--- config.mk ---
export PLATFORM = sky130hd
export DESIGN_NAME = multi_cycle_ctrl
export DESIGN_NICKNAME = d
export VERILOG_FILES = /design/src/rtl/mips_pkg.sv /design/src/rtl/mips_alu_dec.sv /design/src/rtl/multi_cycle_ctrl.sv
export SDC_FILE = /design/constraint.sdc
export NUM_CORES = 1
export LEC_CHECK = 0
export CAP_MARGIN = 20
export CORE_MARGIN = 3
export CORE_UTILIZATION = 46
export DETAILED_ROUTE_END_ITERATION = 8
export PLACE_DENSITY = 0.8
export SLEW_MARGIN = 25
export SYNTH_ARGS = -nofsm -noshare
export SYNTH_HDL_FRONTEND = slang
export SYNTH_SLANG_ARGS = --single-unit
--- constraint.sdc ---
create_clock -name clk -period 2.05 [get_ports clk]
set_input_delay 0.41 -clock clk [delete_from_list [all_inputs] [get_ports clk]]
set_output_delay 0.41 -clock clk [all_outputs]
set_load 0.01 [all_outputs]
--- src/rtl/mips_pkg.sv ---
// Shared encodings for the multi-cycle MIPS control path: ALU ops, opcodes, funcs, FSM states.
package mips_pkg;

   typedef enum logic [3:0] {
      ALU_ADD  = 4'd0,
      ALU_SUB  = 4'd1,
      ALU_SLT  = 4'd2,
      ALU_SLTU = 4'd3,
      ALU_AND  = 4'd4,
      ALU_OR   = 4'd5,
      ALU_NOR  = 4'd6,
      ALU_XOR  = 4'd7,
      ALU_LUI  = 4'd8
   } alu_op_t;

   typedef enum logic [3:0] {
      ST_FETCH  = 4'd0,
      ST_DECODE = 4'd1,
      ST_MEMADR = 4'd2,
      ST_MEMRD  = 4'd3,
      ST_MEMWB  = 4'd4,
      ST_MEMWR  = 4'd5,
      ST_REXEC  = 4'd6,
      ST_RWB    = 4'd7,
      ST_IEXEC  = 4'd8,
      ST_IWB    = 4'd9,
      ST_BRANCH = 4'd10
   } state_t;

   localparam logic [5:0] OP_RTYPE = 6'h00;
   localparam logic [5:0] OP_BEQ   = 6'h04;
   localparam logic [5:0] OP_BNE   = 6'h05;
   localparam logic [5:0] OP_ADDI  = 6'h08;
   localparam logic [5:0] OP_ADDIU = 6'h09;
   localparam logic [5:0] OP_SLTI  = 6'h0A;
   localparam logic [5:0] OP_SLTIU = 6'h0B;
   localparam logic [5:0] OP_ANDI  = 6'h0C;
   localparam logic [5:0] OP_ORI   = 6'h0D;
   localparam logic [5:0] OP_XORI  = 6'h0E;
   localparam logic [5:0] OP_LUI   = 6'h0F;
   localparam logic [5:0] OP_LW    = 6'h23;
   localparam logic [5:0] OP_SW    = 6'h2B;

   localparam logic [5:0] FN_ADD  = 6'h20;
   localparam logic [5:0] FN_ADDU = 6'h21;
   localparam logic [5:0] FN_SUB  = 6'h22;
   localparam logic [5:0] FN_SUBU = 6'h23;
   localparam logic [5:0] FN_AND  = 6'h24;
   localparam logic [5:0] FN_OR   = 6'h25;
   localparam logic [5:0] FN_XOR  = 6'h26;
   localparam logic [5:0] FN_NOR  = 6'h27;
   localparam logic [5:0] FN_SLT  = 6'h2A;
   localparam logic [5:0] FN_SLTU = 6'h2B;

   localparam logic [1:0] SRCB_REG    = 2'b00;
   localparam logic [1:0] SRCB_FOUR   = 2'b01;
   localparam logic [1:0] SRCB_IMM    = 2'b10;
   localparam logic [1:0] SRCB_IMM_SH = 2'b11;

   function automatic logic is_i_alu(input logic [5:0] op);
      return (op >= OP_ADDI) && (op <= OP_LUI);
   endfunction

endpackage

--- src/rtl/mips_alu_dec.sv ---
// R-type function decoder: maps func to an ALU operation and flags unsupported encodings.
module mips_alu_dec
   import mips_pkg::*;
(
   input  logic [5:0] func,
   output alu_op_t    alu_op,
   output logic       legal
);

   always_comb begin
      alu_op = ALU_ADD;
      legal  = 1'b1;
      case (func)
         FN_ADD, FN_ADDU: alu_op = ALU_ADD;
         FN_SUB, FN_SUBU: alu_op = ALU_SUB;
         FN_AND:          alu_op = ALU_AND;
         FN_OR:           alu_op = ALU_OR;
         FN_XOR:          alu_op = ALU_XOR;
         FN_NOR:          alu_op = ALU_NOR;
         FN_SLT:          alu_op = ALU_SLT;
         FN_SLTU:         alu_op = ALU_SLTU;
         default:         legal  = 1'b0;
      endcase
   end

endmodule

--- src/rtl/multi_cycle_ctrl.sv ---
// Moore control FSM for the multi-cycle MIPS datapath, plus a retired-instruction counter.
//  state  | meaning
//  FETCH  | read IR from mem[PC], PC <= PC+4
//  DECODE | decode op/func, precompute branch target into ALUOut
//  MEMADR | ALUOut <= A + imm for lw/sw
//  MEMRD  | MDR <= mem[ALUOut]
//  MEMWB  | rt <= MDR
//  MEMWR  | mem[ALUOut] <= B
//  REXEC  | ALUOut <= A op B
//  RWB    | rd <= ALUOut
//  IEXEC  | ALUOut <= A op imm
//  IWB    | rt <= ALUOut
//  BRANCH | compare A,B; PC <= target when taken
module multi_cycle_ctrl
   import mips_pkg::*;
#(
   parameter int CNT_W = 32
) (
   input  logic             clk,
   input  logic             reset,
   input  logic [5:0]       op,
   input  logic [5:0]       func,
   input  logic             alu_zero,
   output logic             pc_write,
   output logic             iord,
   output logic             mem_write,
   output logic             ir_write,
   output logic             mdr_write,
   output logic             reg_dst,
   output logic             mem_to_reg,
   output logic             reg_write,
   output logic             alu_src_a,
   output logic [1:0]       alu_src_b,
   output logic             pc_src,
   output logic             sz_en,
   output logic [3:0]       alu_op,
   output logic             illegal,
   output logic [CNT_W-1:0] retired,
   output logic [3:0]       state
);

   state_t  state_q;
   state_t  next_state;
   alu_op_t alu_sel;
   alu_op_t r_alu_op;
   logic    r_legal;
   logic    retire;

   mips_alu_dec u_alu_dec (
      .func   (func),
      .alu_op (r_alu_op),
      .legal  (r_legal)
   );

   always_ff @(posedge clk) begin
      if (reset) begin
         state_q <= ST_FETCH;
         retired <= '0;
      end else begin
         state_q <= next_state;
         if (retire) retired <= retired + CNT_W'(1);
      end
   end

   always_comb begin
      next_state = state_q;
      pc_write   = 1'b0;
      iord       = 1'b0;
      mem_write  = 1'b0;
      ir_write   = 1'b0;
      mdr_write  = 1'b0;
      reg_dst    = 1'b0;
      mem_to_reg = 1'b0;
      reg_write  = 1'b0;
      alu_src_a  = 1'b0;
      alu_src_b  = SRCB_REG;
      pc_src     = 1'b0;
      sz_en      = 1'b0;
      alu_sel    = ALU_ADD;
      illegal    = 1'b0;
      retire     = 1'b0;
      case (state_q)
         ST_FETCH: begin
            ir_write   = 1'b1;
            alu_src_b  = SRCB_FOUR;
            pc_write   = 1'b1;
            next_state = ST_DECODE;
         end
         ST_DECODE: begin
            alu_src_b = SRCB_IMM_SH;
            sz_en     = 1'b1;
            if (op == OP_LW || op == OP_SW)        next_state = ST_MEMADR;
            else if (op == OP_RTYPE && r_legal)    next_state = ST_REXEC;
            else if (is_i_alu(op))                 next_state = ST_IEXEC;
            else if (op == OP_BEQ || op == OP_BNE) next_state = ST_BRANCH;
            else begin
               illegal    = 1'b1;
               next_state = ST_FETCH;
            end
         end
         ST_MEMADR: begin
            alu_src_a  = 1'b1;
            alu_src_b  = SRCB_IMM;
            sz_en      = 1'b1;
            next_state = (op == OP_SW) ? ST_MEMWR : ST_MEMRD;
         end
         ST_MEMRD: begin
            iord       = 1'b1;
            mdr_write  = 1'b1;
            next_state = ST_MEMWB;
         end
         ST_MEMWB: begin
            mem_to_reg = 1'b1;
            reg_write  = 1'b1;
            retire     = 1'b1;
            next_state = ST_FETCH;
         end
         ST_MEMWR: begin
            iord       = 1'b1;
            mem_write  = 1'b1;
            retire     = 1'b1;
            next_state = ST_FETCH;
         end
         ST_REXEC: begin
            alu_src_a  = 1'b1;
            alu_sel    = r_alu_op;
            next_state = ST_RWB;
         end
         ST_RWB: begin
            reg_dst    = 1'b1;
            reg_write  = 1'b1;
            retire     = 1'b1;
            next_state = ST_FETCH;
         end
         ST_IEXEC: begin
            alu_src_a  = 1'b1;
            alu_src_b  = SRCB_IMM;
            next_state = ST_IWB;
            case (op)
               OP_ADDI:  begin alu_sel = ALU_ADD; sz_en = 1'b1; end
               OP_SLTI:  begin alu_sel = ALU_SLT; sz_en = 1'b1; end
               OP_SLTIU: alu_sel = ALU_SLTU;
               OP_ANDI:  alu_sel = ALU_AND;
               OP_ORI:   alu_sel = ALU_OR;
               OP_XORI:  alu_sel = ALU_XOR;
               OP_LUI:   alu_sel = ALU_LUI;
               default:  alu_sel = ALU_ADD;
            endcase
         end
         ST_IWB: begin
            reg_write  = 1'b1;
            retire     = 1'b1;
            next_state = ST_FETCH;
         end
         ST_BRANCH: begin
            alu_src_a  = 1'b1;
            alu_sel    = ALU_SUB;
            pc_src     = 1'b1;
            pc_write   = (op == OP_BEQ) ? alu_zero : ~alu_zero;
            retire     = 1'b1;
            next_state = ST_FETCH;
         end
         default: next_state = ST_FETCH;
      endcase
      // Reset must abandon any in-flight instruction without side effects.
      if (reset) begin
         pc_write  = 1'b0;
         mem_write = 1'b0;
         ir_write  = 1'b0;
         mdr_write = 1'b0;
         reg_write = 1'b0;
         illegal   = 1'b0;
      end
   end

   assign alu_op = alu_sel;
   assign state  = state_q;

endmodule

; ---- Yosys cells after proc, flatten, opt, wreduce, memory -nomap -nowiden
; Cells that the tools add are included.
[word_totals]
memories = 0
latch_bits = 0
elab_cells = 88
input_bits = 15
ramBits = 0
reg_bits = 36
romBits = 0
[classes]
order_cmp = 2
multipliers = 0
div = 0
n_addsub = 1
n_shift = 0
reduce_logical = 15
n_eq_ne = 31
mux = 36
n_bitwise = 1
[ops]
columns = op, count
row1 = == test 6 bit (second input constant), 12
row2 = one-hot mux 4 bit (6 select lines), 2
row3 = == test 6 x 4 -> 1 bit (second input constant), 7
row4 = adder 32 x 1 -> 32 bit (second input constant), 1
row5 = 2-to-1 mux 1 bit, 24
row6 = one-hot mux 3 bit (7 select lines), 1
row7 = == test 4 x 3 -> 1 bit (second input constant), 4
row8 = 2-to-1 mux 4 bit, 4
row9 = == test 4 bit (second input constant), 3
row10 = == test 6 x 3 -> 1 bit (second input constant), 2
row11 = one-hot mux 4 bit (3 select lines), 1
row12 = OR reduction 10 bit, 1
row13 = OR reduction 2 bit, 5
row14 = == test 4 x 2 -> 1 bit (second input constant), 2
row15 = greater-or-equal comparator 6 x 4 -> 1 bit (second input constant), 1
row16 = less-or-equal comparator 6 x 4 -> 1 bit (second input constant), 1
row17 = zero test 6 bit, 1
row18 = one-hot mux 2 bit (3 select lines), 1
row19 = OR reduction 5 bit, 1
row20 = == test 4 x 1 -> 1 bit (second input constant), 1
row21 = zero test 4 bit, 1
row22 = one-hot mux 1 bit (2 select lines), 2
row23 = OR reduction 4 bit, 1
row24 = 2-to-1 mux 3 bit, 1
row25 = 4 further kinds, 6

; ---- Longest topological paths before layout
; Gate-level depths: netlist (run 1).
[depth]
depth_word = 8
ltp_mapped = 7

; ---- Hierarchy
; From an unflattened synthesis (run 1), not the netlist that was laid out.
[unflattened]
cells_unflattened = 281
area_unflattened_um2 = 2215.9
[modules_own_cells]
columns = mod, area_each_um2, n_inst, cells_per_inst, seq_area_each_um2
row1 = multi_cycle_ctrl, 2133.3, 1, 269, 720.7
row2 = mips_alu_dec, 82.6, 1, 12, 0.0

; ---- Worst setup path after synthesis (run 1)
; Ideal clock, no wire load.
[synth_path]
path_type = flip-flop to output port
from = register state_q[1], in the netlist state[1]
to = output illegal
arrival_ns = 1.653
stages_incl_launch_ff = 8
required_ns = 1.640
slack_ns = -0.013
path_cell_list = dfxtp_1 buf_2 clkbuf_1 nor3_1 nand2_1 nor2_1 nand2_1 nor3_1
[synth_via]
elab_chain_cells = 3
[synth_rtl]
columns = element, line_no
row1 = start: declaration, multi_cycle_ctrl.sv:42  ; state_t state_q;
row2 = start signal: assignment, multi_cycle_ctrl.sv:60  ; state_q <= next_state;
row3 = == test 4 x 1 -> 1 bit, multi_cycle_ctrl.sv:82  ; case (state_q)
row4 = 2-to-1 mux 1 bit, multi_cycle_ctrl.sv:82
row5 = 2-to-1 mux 1 bit, multi_cycle_ctrl.sv:166  ; if (reset) begin
row6 = end: declaration, multi_cycle_ctrl.sv:37  ; output logic illegal,
; No other way between the ends.

; ---- Final worst setup path (run 1)
[layout_path]
from = input reset
to = output pc_write
[layout_via]
elab_chain_cells = 1
[layout_rtl]
columns = element, line_no
row1 = start: declaration, multi_cycle_ctrl.sv:20  ; input logic reset,
row2 = 2-to-1 mux 1 bit, multi_cycle_ctrl.sv:166
row3 = end: declaration, multi_cycle_ctrl.sv:24  ; output logic pc_write,
; No other way between the ends.

==> flow_metrics.env, run 1 <==
export IMPL_status="complete, no violations"
export IMPL_drt_iter0_drc=100
export IMPL_pre_cts_ws_ns=-0.593
export IMPL_synthArstFlopShare_pct=0
export IMPL_clkSinkCount=36
export IMPL_vias=2459
export IMPL_yosys_area_top_type="dfxtp_1"
export IMPL_final_period_utilization_pct=99.8
export IMPL_core_sq_mm=0.00444
export IMPL_multiInputGateArea_sq_mm=0.00147
export IMPL_grt_pass1_vias=2328
export IMPL_diodes=0
export IMPL_end_kind="primary output"
export IMPL_overflow=0
export IMPL_rsz0062_at_grt="yes"
export IMPL_final_max_slew_viol_count=0
export IMPL_fmax_mhz=489
export IMPL_syn_to_final_growth_pct=56.0
export IMPL_num_io_pins=69
export IMPL_initial_core_util_pct=48.5
export IMPL_cap_violations=0
export IMPL_drt_wl_total_um=6360
export IMPL_numCtsBuffers=5
export IMPL_finalSetupViolCount=0
export IMPL_hold_end="retired[24]$_SDFFE_PP0P_"
export IMPL_cts_hold_buf=0
export IMPL_cts_root_buffer="clkbuf_8"
export IMPL_hold_depth=2
export IMPL_clockPowerShare_pct=34.2
export IMPL_clk_latency_ns=0.28
export IMPL_worstReg2RegStart="state[0]$_SDFF_PP0_"
export IMPL_cp_arrival_ns=1.64
export IMPL_hold_path_class="flip-flop to flip-flop"
export IMPL_reg2reg_slack_ns=0.11
export IMPL_tns_ns=0
export IMPL_rr_endpoint="retired[9]$_SDFFE_PP0P_"
export IMPL_synth_top_flop_cell="dfxtp_1"
export IMPL_p_switching_uw=341
export IMPL_ir_worst_vdd_uv=334
export IMPL_wl_per_cell_um=14.2
export IMPL_synthCells=287
export IMPL_worstPathMaxFanout=2
export IMPL_regArea_sq_um=733
export IMPL_nFillCells=332
export IMPL_place_congestion=0.878
export IMPL_seqPwrFrac_pct=51.2
export IMPL_ant_nets=0
export IMPL_grt_pass1_wl_um=10200
export IMPL_grt_usage_pct=23.1
export IMPL_via_per_inst=5.50
export IMPL_yosys_warnings=0
export IMPL_die_area_sq_mm=0.00554
export IMPL_drt_first_pass_iters=4
export IMPL_ys_ff_latch=36
export IMPL_reg2reg_depth=8
export IMPL_syn_nets=303
export IMPL_cp_start_kind="input pin"
export IMPL_hold_violations=0
export IMPL_layout_setup_ws_ns=0.00474
export IMPL_dpl_hpwl_um=4670
export IMPL_grt_max_degree=25
export IMPL_worstMarginPinSlew_ns=0.395
export IMPL_clk_transition_reported_paths_ns=0.07
export IMPL_ys_seq_area_share_pct=33.4
export IMPL_hp_start="retired[24]$_SDFFE_PP0P_"
export IMPL_yosysTopAreaCellShare_pct=33.4
export IMPL_max_slew_margin_pct=73.0
export IMPL_p_per_area_mw_per_mm2=410
export IMPL_cts_buffer_depth=2
export IMPL_critPathKind="input pin to primary output"
export IMPL_synth_cell_types=42
export IMPL_die_height_um=74.5
export IMPL_avgSynthCellArea_sq_um=7.51
export IMPL_die_x_um=74.5
export IMPL_cts_tree="yes"
export IMPL_drc=0
export IMPL_syn_cell_area_sq_mm=0.00216
export IMPL_swShare_pct=24.7
export IMPL_synthTopCellsByArea="dfxtp_1 (33%), nor2_1 (7.3%), xnor2_1 (7.3%), nand2_1 (4.7%), a21oi_1 (4.4%)"
export IMPL_fin_skew_ns=0.00326
export IMPL_htreeDepth=2
export IMPL_final_nets=411
export IMPL_rows=24
export IMPL_antenna_found_initial=0
export IMPL_period_needed_ns=2.05
export IMPL_crit_required_ns=1.64
export IMPL_p_leak_uw=0.00126
export IMPL_port_buffers=68
export IMPL_comb_power_share_pct=14.7
export IMPL_synth_edf_count=0
export IMPL_p_int_uw=1040
export IMPL_post_route_util_pct=75.7
export IMPL_drive_above_1_share_pct=22.8
## cell usage after synthesis (all sizes together), types with 2 or more instances
cell type,number
and4,4
nor3b,2
o31ai,3
or4,3
a21oi,19
nand3,13
dfxtp,36
o22ai,3
nor3,14
nor4b,2
nor2b,5
xnor2,18
and3,4
nand2,27
xor2,9
o21ai,11
buf,4
a21o,3
a31o,2
inv,7
and2,2
or3,7
clkbuf,9
nand2b,8
nor2,42
nand4,11
nor4,9
## per-layer routing
metal | part of all wire, % | routed length [um] | GRT usage (%)
met3 | 4.3 | 275 | 4.59
met4 | 0.93 | 59 | 5.93
met2 | 51 | 3260 | 40.3
met1 | 43 | 2760 | 29.1
met5 | 0 | 0 | 0
## logic make-up (layout without fill, tap and decap cells)
logic type	after synthesis	after routing	synth area share, %
AO/OA/AOI/OAI	46	46	12.8
buffers and inverters	20	128	3.66
adder cells (fa/ha/maj)	1	1	0.580
multiplexers	2	2	0.987
XOR/XNOR	27	27	11.0
flip-flops	36	36	33.4
AND/OR/NAND/NOR	155	155	37.6
## layout by cell type, fill, tap and decap left out, drive strengths merged, types with 2 or more instances in the layout
cell and instances:
buf 53, clkdlybuf4s50 45, nor2 42, dfxtp 36
nand2 27, a21oi 19, xnor2 18, nor3 14
nand3 13, dlygate4sd2 12, nand4 11, o21ai 11
xor2 9, nor4 9, nand2b 8, clkbuf 8
inv 7, or3 7, nor2b 5, and4 4
and3 4, o31ai 3, o22ai 3, a21o 3
or4 3, nor3b 2, and2 2, a31o 2
clkdlybuf4s15 2, nor4b 2
## area by class of cell
type | count | area share, %
flip-flops and latches | 36 | 21.8
repair buffers | 114 | 29.4
well taps | 52 | 1.93
clock inverters | 1 | 0.149
inverters | 7 | 0.781
multi-input cells | 231 | 43.8
clock buffers | 6 | 2.16
## repair_timing
item                                    4_1_cts  5_1_grt
setup buffers                                 1        0
resized for setup                            59       30
pin swaps                                     5        8
endpoints found under the setup margin       18       13
## metrics by stage
stage | power [uW] | cells | cell area (sq um) | hold slack (ns)
floorplan | 801 | 287 | 2160 | 0.508
global placement | 914 | 439 | 3190 | 0.486
detailed placement | 917 | 439 | 3190 | 0.511
CTS | 1380 | 447 | 3300 | 0.521
global route | 1450 | 447 | 3360 | 0.545
finish | 1380 | 447 | 3360 | 0.523
## state kept, by name, indices dropped and copies added, names as in the netlist
signal,cells
retired,32
state,4
## power by group through the flow
stage	clock network (uW)	registers (uW)	logic [uW]
3_3_place_gp	0	723	191
4_1_cts	483	706	193
5_1_grt	521	706	219
2_1_floorplan	0	722	79.2
3_5_place_dp	0	722	194
6_report	471	706	202
## critical path: stages
cell and delay [ns]:
clkdlybuf4s50_1 0.45, or3_4 0.36, nor3_4 0.19, a21o_1 0.13, buf_6 0.10
## worst max-delay path by stage
stage / cells past startpoint / slack [ns] / start / end
6_report: 5 / 0.005 / reset / pc_write
5_1_grt: 5 / -0.04 / reset / pc_write
4_1_cts: 8 / -0.01 / op[5] / pc_write
2_1_floorplan: 7 / 0.1 / state[1]$_SDFF_PP0_ / illegal
3_5_place_dp: 8 / -0.59 / op[1] / pc_write
3_3_place_gp: 8 / -0.59 / op[1] / pc_write
(Power assumes the default switching activity.)
==> run 2: changes to the inputs <==
--- a/config.mk
+++ b/config.mk
@@ -10,6 +10,7 @@
 export CORE_UTILIZATION = 46
 export DETAILED_ROUTE_END_ITERATION = 8
 export PLACE_DENSITY = 0.8
+export RECOVER_POWER = 25
 export SLEW_MARGIN = 25
 export SYNTH_ARGS = -nofsm -noshare
 export SYNTH_HDL_FRONTEND = slang
==> results of run 2 <==
Final layout, timing and power as in run 1 (identical DEF).
==> run 3: changes to the inputs <==
--- a/config.mk
+++ b/config.mk
@@ -11,7 +11,9 @@
 export DETAILED_ROUTE_END_ITERATION = 8
 export PLACE_DENSITY = 0.8
 export RECOVER_POWER = 25
+export SKIP_CTS_REPAIR_TIMING = 1
 export SLEW_MARGIN = 25
 export SYNTH_ARGS = -nofsm -noshare
 export SYNTH_HDL_FRONTEND = slang
 export SYNTH_SLANG_ARGS = --single-unit
+export TNS_END_PERCENT = 10
==> flow_metrics.env, run 3 (synthesis gave the netlist of run 1 again) <==
export IMPL_status="complete, but fails checks"
export IMPL_violations="negative setup slack"
export IMPL_path_cells="buf_4 > xnor2_1 > nor2_1 > a21oi_1 > nor2_1 > clkdlybuf4s50_1"
export IMPL_final_cells=446
export IMPL_ant_nets=0
export IMPL_grt_pass1_wl_um=10000
export IMPL_layout_setup_ws_ns=-0.0392
export IMPL_max_slew_margin_pct=72.8
export IMPL_reg2reg_slack_ns=0.11
export IMPL_drive_above_1_share_pct=19.0
export IMPL_clk_transition_reported_paths_ns=0.07
export IMPL_final_period_utilization_pct=102
export IMPL_worstMarginPinSlew_ns=0.398
export IMPL_crit_required_ns=1.64
export IMPL_worstPathBufferInverterCount=2
export IMPL_die_area_sq_mm=0.00554
export IMPL_grt_usage_pct=22.6
export IMPL_drt_wl_total_um=6280
export IMPL_fin_skew_ns=0.00389
export IMPL_grt_pass1_vias=2290
export IMPL_use_met2_pct=38.8
export IMPL_cp_start_kind="flip-flop"
export IMPL_drt_iter0_drc=111
export IMPL_hold_path_class="flip-flop to flip-flop"
export IMPL_final_common_cell="clkdlybuf4s50_1"
export IMPL_initial_core_util_pct=48.5
export IMPL_drc=0
export IMPL_ir_worst_vdd_uv=347
export IMPL_end_kind="primary output"
export IMPL_final_max_slew_viol_count=0
export IMPL_syn_to_final_growth_pct=56.7
export IMPL_max_stage_delay_ns=0.54
export IMPL_clk_latency_ns=0.28
export IMPL_core_sq_mm=0.00444
export IMPL_post_route_util_pct=76.0
export IMPL_cp_slowest_cell="clkdlybuf4s50_1"
export IMPL_dpl_hpwl_um=4670
export IMPL_placed_cells=439
export IMPL_cts_tree="yes"
export IMPL_top_usage_layer="met2"
export IMPL_antenna_found_initial=0
export IMPL_num_io_pins=69
export IMPL_die_x_um=74.5
export IMPL_clkSinkCount=36
export IMPL_cts_root_buffer="clkbuf_8"
export IMPL_path_delay_family="buffers and inverters"
export IMPL_nFillCells=334
export IMPL_rsz0062_at_grt="yes"
export IMPL_cap_violations=0
export IMPL_rows=24
export IMPL_cp_arrival_ns=1.68
export IMPL_via_per_inst=5.52
export IMPL_wl_per_cell_um=14.1
export IMPL_p_leak_uw=0.00147
export IMPL_port_buffers=68
export IMPL_use_met1_pct=28.7
export IMPL_use_met3_pct=4.59
export IMPL_drt_first_pass_iters=4
export IMPL_period_needed_ns=2.09
export IMPL_final_nets=410
export IMPL_multiInputGateArea_sq_mm=0.00143
export IMPL_regMostFlops="retired"
export IMPL_grt_max_degree=25
export IMPL_finalSetupViolCount=2
export IMPL_htreeDepth=2
export IMPL_numCtsBuffers=5
export IMPL_place_area_sq_mm=0.00319
export IMPL_place_congestion=0.878
export IMPL_overflow=0
export IMPL_vias=2463
export IMPL_diodes=0
export IMPL_worstPathMaxFanout=9
export IMPL_final_cell_mix="clkdlybuf4s50_1 (47), buf_4 (43), nor2_1 (41), dfxtp_1 (32), nand2_1 (27)"
export IMPL_design_area_sq_mm=0.00338
export IMPL_critPathKind="flip-flop to primary output"
export IMPL_die_height_um=74.5
export IMPL_cts_buffer_depth=2
export IMPL_holdWs_ns=0.523
export IMPL_fmax_mhz=479
export IMPL_p_per_area_mw_per_mm2=408
export IMPL_regArea_sq_um=726
export IMPL_hold_violations=0
export IMPL_largest_reg_flops=32
export IMPL_cp_common_cell="nor2_1"
## run 3: path summary, 6_finish.rpt
path	start	endpoint	depth (start not counted)
setup reg to reg	state[0]$_SDFF_PP0_	retired[27]$_SDFFE_PP0P_	7
setup / recovery	state[0]$_SDFF_PP0_	alu_src_b[1]	6
hold reg to reg	retired[24]$_SDFFE_PP0P_	retired[24]$_SDFFE_PP0P_	2
hold / removal	retired[24]$_SDFFE_PP0P_	retired[24]$_SDFFE_PP0P_	2
## run 3: cell type report
type | instances | share of cell area, %
repair buffers | 113 | 31.3
multi-input cells | 231 | 42.3
flip-flops and latches | 36 | 21.5
clock inverters | 1 | 0.148
clock buffers | 6 | 2.15
inverters | 7 | 0.778
well taps | 52 | 1.93
## run 3: where the power goes
group	total [uW]	leakage [uW]	switching [uW]	internal, uW
Clock	471	0.0000410	240	231
Sequential	707	0.000292	4.41	703
Combinational	201	0.00113	91.6	109
## run 3: layer usage
layer / part of all wire, % / wire [um] / up-vias
met5: 0 / 0 / -
met4: 0.73 / 46 / 0
met3: 4.6 / 286 / 6
met2: 50 / 3170 / 69
met1: 44 / 2780 / 1158
li1: - / - / 1230
## run 3: through the flow
step | setup slack [ns] | power, uW | setup TNS, ns
finish | -0.0392 | 1380 | -0.0417
global route | -0.145 | 1440 | -0.718
CTS | -0.594 | 1380 | -5.41
detailed placement | -0.593 | 917 | -4.65
global placement | -0.589 | 914 | -4.28
floorplan | 0.0962 | 801 | 0
## run 3: worst register-to-register path: cells and delay by family, from the launching register on
kind / cells / cell delay, ns
buf+inv: 2 / 0.27
simple gates: 3 / 0.81
flops: 1 / 0.37
compound gates: 2 / 0.43
